$ cat src/rtl/apb_bfm_pkg.sv
// Shared definitions for the APB requester: FSM state encoding and default timeout.
package apb_bfm_pkg;

    typedef enum logic [1:0] {
        IDLE   = 2'd0,
        SETUP  = 2'd1,
        ACCESS = 2'd2
    } apb_state_e;

    localparam int unsigned DEFAULT_TIMEOUT = 256;

endpackage : apb_bfm_pkg

$ cat src/rtl/apb_requester.sv
// Avalon-MM style request port to APB requester bridge with a bounded wait on pready.
// One transfer in flight; the completion is reported one cycle after the APB handshake ends.
module apb_requester
    import apb_bfm_pkg::*;
#(
    parameter int unsigned ADDRWIDTH = 32,
    parameter int unsigned DATAWIDTH = 32,
    parameter int unsigned TIMEOUT   = DEFAULT_TIMEOUT,
    parameter logic [2:0]  PPROT     = 3'b000
) (
    input  logic                     pclk,
    input  logic                     presetn,
    input  logic [ADDRWIDTH-1:0]     av_address,
    input  logic [DATAWIDTH/8-1:0]   av_byteenable,
    input  logic                     av_write,
    input  logic [DATAWIDTH-1:0]     av_writedata,
    input  logic                     av_read,
    output logic                     av_waitrequest,
    output logic [DATAWIDTH-1:0]     av_readdata,
    output logic                     av_readdatavalid,
    output logic                     resp_valid,
    output logic                     resp_err,
    output logic                     psel,
    output logic                     penable,
    output logic                     pwrite,
    output logic [ADDRWIDTH-1:0]     paddr,
    output logic [DATAWIDTH-1:0]     pwdata,
    output logic [DATAWIDTH/8-1:0]   pstrb,
    output logic [2:0]               pprot,
    input  logic [DATAWIDTH-1:0]     prdata,
    input  logic                     pready,
    input  logic                     pslverr
);

    localparam int unsigned STRBWIDTH = DATAWIDTH / 8;
    localparam int unsigned CNTWIDTH  = $clog2(TIMEOUT + 1);

    apb_state_e            state;
    apb_state_e            state_next;
    logic [CNTWIDTH-1:0]   tmo_cnt;
    logic [CNTWIDTH-1:0]   tmo_cnt_next;
    logic                  accept;
    logic                  done_ok;
    logic                  done_tmo;

    // State register and timeout counter
    always_ff @(posedge pclk or negedge presetn) begin
        if (!presetn) begin
            state   <= IDLE;
            tmo_cnt <= '0;
        end else begin
            state   <= state_next;
            tmo_cnt <= tmo_cnt_next;
        end
    end

    // Next state, timeout counting and completion decode
    always_comb begin
        state_next   = state;
        tmo_cnt_next = tmo_cnt;
        accept       = 1'b0;
        done_ok      = 1'b0;
        done_tmo     = 1'b0;
        case (state)
            IDLE: begin
                if (av_read || av_write) begin
                    accept       = 1'b1;
                    tmo_cnt_next = '0;
                    state_next   = SETUP;
                end
            end
            SETUP: begin
                state_next = ACCESS;
            end
            ACCESS: begin
                if (pready) begin
                    done_ok    = 1'b1;
                    state_next = IDLE;
                end else begin
                    tmo_cnt_next = tmo_cnt + CNTWIDTH'(1);
                    // This cycle brings the count to TIMEOUT: give up
                    if (tmo_cnt == CNTWIDTH'(TIMEOUT - 1)) begin
                        done_tmo   = 1'b1;
                        state_next = IDLE;
                    end
                end
            end
            default: begin
                state_next = IDLE;
            end
        endcase
    end

    // APB phase controls follow the state being entered
    always_ff @(posedge pclk or negedge presetn) begin
        if (!presetn) begin
            psel    <= 1'b0;
            penable <= 1'b0;
        end else begin
            psel    <= (state_next != IDLE);
            penable <= (state_next == ACCESS);
        end
    end

    // Request capture; the APB payload holds its last value while idle
    always_ff @(posedge pclk or negedge presetn) begin
        if (!presetn) begin
            pwrite <= 1'b0;
            paddr  <= '0;
            pwdata <= '0;
            pstrb  <= '0;
        end else if (accept) begin
            pwrite <= av_write;
            paddr  <= av_address;
            pwdata <= av_writedata;
            pstrb  <= av_write ? av_byteenable : STRBWIDTH'(0);
        end
    end

    // Completion reporting, one cycle after the handshake or timeout
    always_ff @(posedge pclk or negedge presetn) begin
        if (!presetn) begin
            resp_valid       <= 1'b0;
            resp_err         <= 1'b0;
            av_readdatavalid <= 1'b0;
            av_readdata      <= '0;
        end else begin
            resp_valid       <= done_ok | done_tmo;
            resp_err         <= done_tmo | (done_ok & pslverr);
            av_readdatavalid <= (done_ok | done_tmo) & ~pwrite;
            if (done_tmo) begin
                av_readdata <= '0;
            end else if (done_ok && !pwrite) begin
                av_readdata <= prdata;
            end
        end
    end

    assign av_waitrequest = (state != IDLE);
    assign pprot          = PPROT;

endmodule : apb_requester

$ cat config.mk
export PLATFORM = sky130hd
export DESIGN_NAME = apb_requester
export DESIGN_NICKNAME = d
export VERILOG_FILES = /design/src/rtl/apb_bfm_pkg.sv /design/src/rtl/apb_requester.sv
export SDC_FILE = /design/constraint.sdc
export NUM_CORES = 1
export LEC_CHECK = 0
export ABC_AREA = 1
export CAP_MARGIN = 20
export CORE_MARGIN = 2
export CORE_UTILIZATION = 43
export CTS_BUF_LIST = sky130_fd_sc_hd__clkbuf_2 sky130_fd_sc_hd__clkbuf_4 sky130_fd_sc_hd__clkbuf_8
export DETAILED_ROUTE_END_ITERATION = 8
export PLACE_DENSITY = 0.84
export SETUP_SLACK_MARGIN = 0.4
export SYNTH_ARGS = -nofsm -noshare
export SYNTH_HDL_FRONTEND = slang
export SYNTH_SLANG_ARGS = --single-unit
$ cat constraint.sdc
create_clock -name pclk -period 2.2 [get_ports pclk]
set_clock_uncertainty 0.1 [all_clocks]
set_input_delay 0.22 -clock pclk [delete_from_list [all_inputs] [get_ports pclk]]
set_output_delay 0.22 -clock pclk [all_outputs]
set_load 0.005 [all_outputs]
# --- Yosys cells after proc, flatten, opt, wreduce, memory -nomap -nowiden ---
# Index checks and enable logic that the tools add are counted.
totals:
  elab_cells: 50
  output_inout_bits: 110
  inputBits: 106
  ff_bits: 117
classes:
  mux: 17
  bitwise: 5
  reduce_logical: 9
  n_addsub: 1
  n_eq_ne: 6
op_table:
  columns: ["operator", "count"]
  rows:
  - ["two-way mux 32 bit", 2]
  - ["two-way mux 9 bit", 2]
  - ["one-hot mux 9 bit (2 select lines)", 1]
  - ["adder 9 x 1 -> 9 bit, second input constant", 1]
  - ["equality test 9 x 8 -> 1 bit, second input constant", 1]
  - ["nonzero test 2 bit", 4]
  - ["two-way mux 1 bit", 7]
  - ["two-way mux 2 bit", 3]
  - ["one-hot mux 2 bit (3 select lines)", 1]
  - ["equality test 2 bit, second input constant", 2]
  - ["two-way mux 4 bit", 1]
  - ["!= test 2 bit, second input constant", 2]
  - ["AND reduction 3 bit", 1]
  - ["AND 1 bit", 2]
  - ["equality test 2 x 1 -> 1 bit, second input constant", 1]
  - ["zero test 2 bit", 1]
  - ["bitwise OR 1 bit", 2]
  - ["logical AND 1 bit", 1]
  - ["zero test 1 bit", 1]
  - ["logical OR 1 bit", 1]
  - ["inverter 1 bit", 1]

# --- Logic depth before layout (Yosys ltp) ---
depth:
  ltp_word: 6
  ltp_mapped: 11
  mapped_depth_nobuf: 10

# --- Least setup slack after synthesis ---
# Ideal clock, no wire load.
synth_path:
  path_kind: "register to register"
  start: "register tmo_cnt[0]"
  end: "register av_readdata[22]"
  stages_incl_launch_ff: 12
  required_time_ps: 2034
  setup_slack_ps: 359
  setup_time_ps: 66
  arrival_ps: 1676
  synth_period_minus_slack_ps: 1841
  path_buffers: 1
  path_cell_list: "dfrtp_1 > ha_1 > nand3_1 > nor2_1 > and3_1 > ha_1 > nor2_1 > nor2_4 > o21ai_4 > buf_6 > nand2_1 > nand2_1"
synth_via:
  elab_chain_cells: 5
  word_cells_on_any_way: 6
  cone_classes: "eq/ne: 1; mux: 4; reduce/logical: 1"
synth_rtl:
  columns: ["item", "line", "source"]
  rows:
  - ["start, declared", "apb_requester.sv:40", "logic [CNTWIDTH-1:0] tmo_cnt;"]
  - ["start signal, assigned", "apb_requester.sv:53", "tmo_cnt <= tmo_cnt_next;"]
  - ["equality test 9 x 8 -> 1 bit *", "apb_requester.sv:82", "if (tmo_cnt == CNTWIDTH'(TIMEOUT - 1)) begin"]
  - ["two-way mux 1 bit *", "apb_requester.sv:82", null]
  - ["two-way mux 1 bit *", "apb_requester.sv:76", "if (pready) begin"]
  - ["two-way mux 1 bit *", "apb_requester.sv:64", "case (state)"]
  - ["two-way mux 32 bit or nonzero test 2 bit (tied branches)", null, null]
  - ["end signal, assigned", "apb_requester.sv:134", "av_readdata <= prdata;"]
  - ["end, declared", "apb_requester.sv:19", "output logic [DATAWIDTH-1:0] av_readdata,"]
# Mark *: on every way between the ends. The rest lies on a longest branch, timed or not.
# A chain may end at the register's enable or synchronous reset.

# --- Worst setup path after layout ---
layout_path:
  start: "register tmo_cnt[0]"
  end: "register av_readdata[11]"
# The elaborated chain is that of the path after synthesis.

==> flow_summary.yaml <==
status:
  outcome: "completed"
synthesis:
  synth_xor_area_frac: 0
  synthArstFlopShare: 1.00
  synth_top_family_by_area: "simple AND/OR/NAND/NOR gates"
  synth_top_area_frac: 0.624
  ys_ff_latch: 117
  ys_types: 22
  synthTopCellsByCount: "nand2_1, dfrtp_1, nand3_1"
  synth_edf_count: 0
  synth_simple_gate_area_share: 0.299
  yosysWarningCount: 0
  synthMostInstantiatedCell: "nand2_1"
  netlist_instances: 524
  synth_area_leader_cell: "dfrtp_1"
  synth_fa_ha_area_frac: 0.00533
  synthTopCellsByArea: "dfrtp_1, nand2_1, nand3_1"
  synth_compound_area_frac: 0.0179
  syn_area_per_cell_um2: 8.95
  synth_area_um2: 4690
  dominantRegCellSynth: "dfrtp_1"
  yosysSeqAreaShare: 0.624
  synthMuxAreaShare: 0
clock_tree:
  cts-root-buf: "clkbuf_8"
  cts_buffers: 17
  cts_tree: "yes"
  cts.reportedPaths.clkPinSlew_ns: 0.07
  clock_path_buffers: 2
  clock_latency_ns: 0.43
  clkSinkCount: 117
  cts_htree_levels: 4
place:
  io_buffers: 212
  dp_hpwl_um: 9110
  place_congestion: 0.822
  place_area_um2: 6880
global_routing:
  grt_max_degree: 64
  use_met1: 0.277
  grt-busiest-layer: "met2"
  use_met2: 0.380
  antenna_found_initial: 0
  use_met3: 0.0814
  grt_pass1_vias: 4443
  gr-total-overflow: 0
  grt_pass1_wl_um: 21200
  grtUsageTotal: 0.236
setup_path:
  r2r_setup_slack_ns: 0.24
  worstSetupStartpointType: "flip-flop"
  r2r-start: "tmo_cnt[0]"
  crit_chain: "ha_2 > nand3_2 > nor2_2 > and3_1 > ha_2 > nor2_4 > nor2_4 > buf_4 > o21ai_4 > nand2_1 > nand2_1"
  cp.required_ns: 2.39
  cp-startpoint: "tmo_cnt[0]"
  worst-path-stages: 11
  critPathSlowestCell: "dfrtp_1"
  cp_max_fo: 8
  cpLargestDelayFamily: "simple AND/OR/NAND/NOR gates"
  path_buf_inv: 1
  path_class: "flip-flop to flip-flop"
  reg2reg_depth: 11
  cpPeakStageDelay_ns: 0.36
  end_kind: "flip-flop"
  crit_end: "av_readdata[11]"
  worstPathArrival_ns: 2.15
  r2r-end: "av_readdata[11]"
floorplan:
  io_pins: 216
  start_util: 0.437
  rows: 38
  dieArea_um2: 11800
  die_h_um: 108
  core_area_um2: 10700
  die_x_um: 108
final_layout:
  diodes: 0
  fin_util: 0.698
  fin_nets: 862
  syn_to_final_growth_pct: 59.9
  layout-drive-gt1-share: 0.0991
  design_area_um2: 7500
drt:
  wl_per_cell_um: 15.1
  drtIter0Drc: 282
  wl_um: 13700
  dr.pass1.iters: 5
  drcViolationCount: 0
  vias: 4474
  ant_nets: 0
  via_per_inst: 4.93
timing:
  drv_slew: 0
  fin_tns_setup_ns: 0
  hold_viol: 0
  slew_headroom: 0.649
  fin_crit_sh: 0.891
  worst_pin_slew_ns: 0.526
  rsz0062_at_grt: "true"
  max_clock_freq_ghz: 0.510
  fin_crit_ns: 1.96
  finalSetupViolCount: 0
hold_path:
  min_path_type: "input pin to asynchronous set/reset pin"
power:
  peakVddDrop_v: 0.000614
  power_leakage_uw: 0.00367
  power.density_nw_per_um2: 1390
job:
  drv_cap: 0
==> what timing repair did <==
action / 4_1_cts / 5_1_grt
endpoints found under the setup margin: 34 / 34
hold endpoints to repair: 30 / 0
gates cloned: 3 / 0
pin swaps: 2 / 2
resized for setup: 11 / 5
hold buffers: 1 / 0
setup buffers: 8 / 4
==> flip-flops by register name, indices dropped and copies added (netlist names) <==
register	cells
av_readdata	32
paddr	32
pwdata	32
tmo_cnt	9
pstrb	4
state	2
av_readdatavalid	1
penable	1
psel	1
pwrite	1
resp_err	1
resp_valid	1
==> placed cells by master (no fill, tap or decap), types with 5 or more instances in the layout <==
cell type	synthesis	layout
nand2_1	283	282
clkdlybuf4s50_1	0	210
dfrtp_1	117	115
nand3_1	43	42
clkbuf_8	0	20
buf_4	9	19
inv_1	12	12
nor2_1	12	10
o21ai_0	7	6
nor2_4	4	5
a21oi_1	5	5
==> metal layers <==
layer,share of wire,wire (µm),up-vias
li1,-,-,2079
met5,0,0,-
met1,0.39,5360,2121
met4,0.041,558,0
met2,0.48,6580,235
met3,0.087,1190,39
==> where the power goes <==
group / leakage, µW / internal [µW] / switching (µW)
clock network: 0.000234 / 1360 / 833
logic: 0.00197 / 2450 / 2050
registers: 0.00147 / 3150 / 568
==> area by class of cell <==
| cell class | instances | area, µm² |
|---|---|---|
| clock buffers | 23 | 298 |
| clock inverters | 9 | 149 |
| fillers | 829 | 3240 |
| inverters | 15 | 56.3 |
| multi-input cells | 370 | 1600 |
| flip-flops and latches | 117 | 2930 |
| well taps | 140 | 175 |
| repair buffers | 233 | 2290 |
==> logic make-up (layout without fill, tap and decap cells) <==
family / Yosys count / after routing
compound gates: 14 / 17
fa+ha+maj: 2 / 2
buf+inv: 42 / 280
flops: 117 / 117
other cells: 1 / 3
simple gates: 348 / 348
==> stage by stage <==
step / worst slack [ns] / hold slack [ns] / cells / total power [µW]
after floorplan: 0.419 / -0.176 / 526 / 5450
after global placement: 0.240 / 0.0842 / 859 / 7840
after detailed placement: 0.132 / 0.0908 / 859 / 8000
after CTS: 0.318 / 0.163 / 903 / 10400
after global routing: 0.151 / 0.186 / 907 / 11200
final: 0.241 / 0.170 / 907 / 10400
==> worst min path at each step <==
stage	startpoint	to	slack, ns
final	presetn	paddr[8]	0.17
after floorplan	presetn	av_readdata[0]	-0.18
after global routing	presetn	paddr[8]	0.19
after CTS	presetn	paddr[8]	0.16
after detailed placement	presetn	av_readdata[12]	0.09
after global placement	presetn	av_readdata[12]	0.08
No activity file was read; power rests on OpenSTA's default activity.
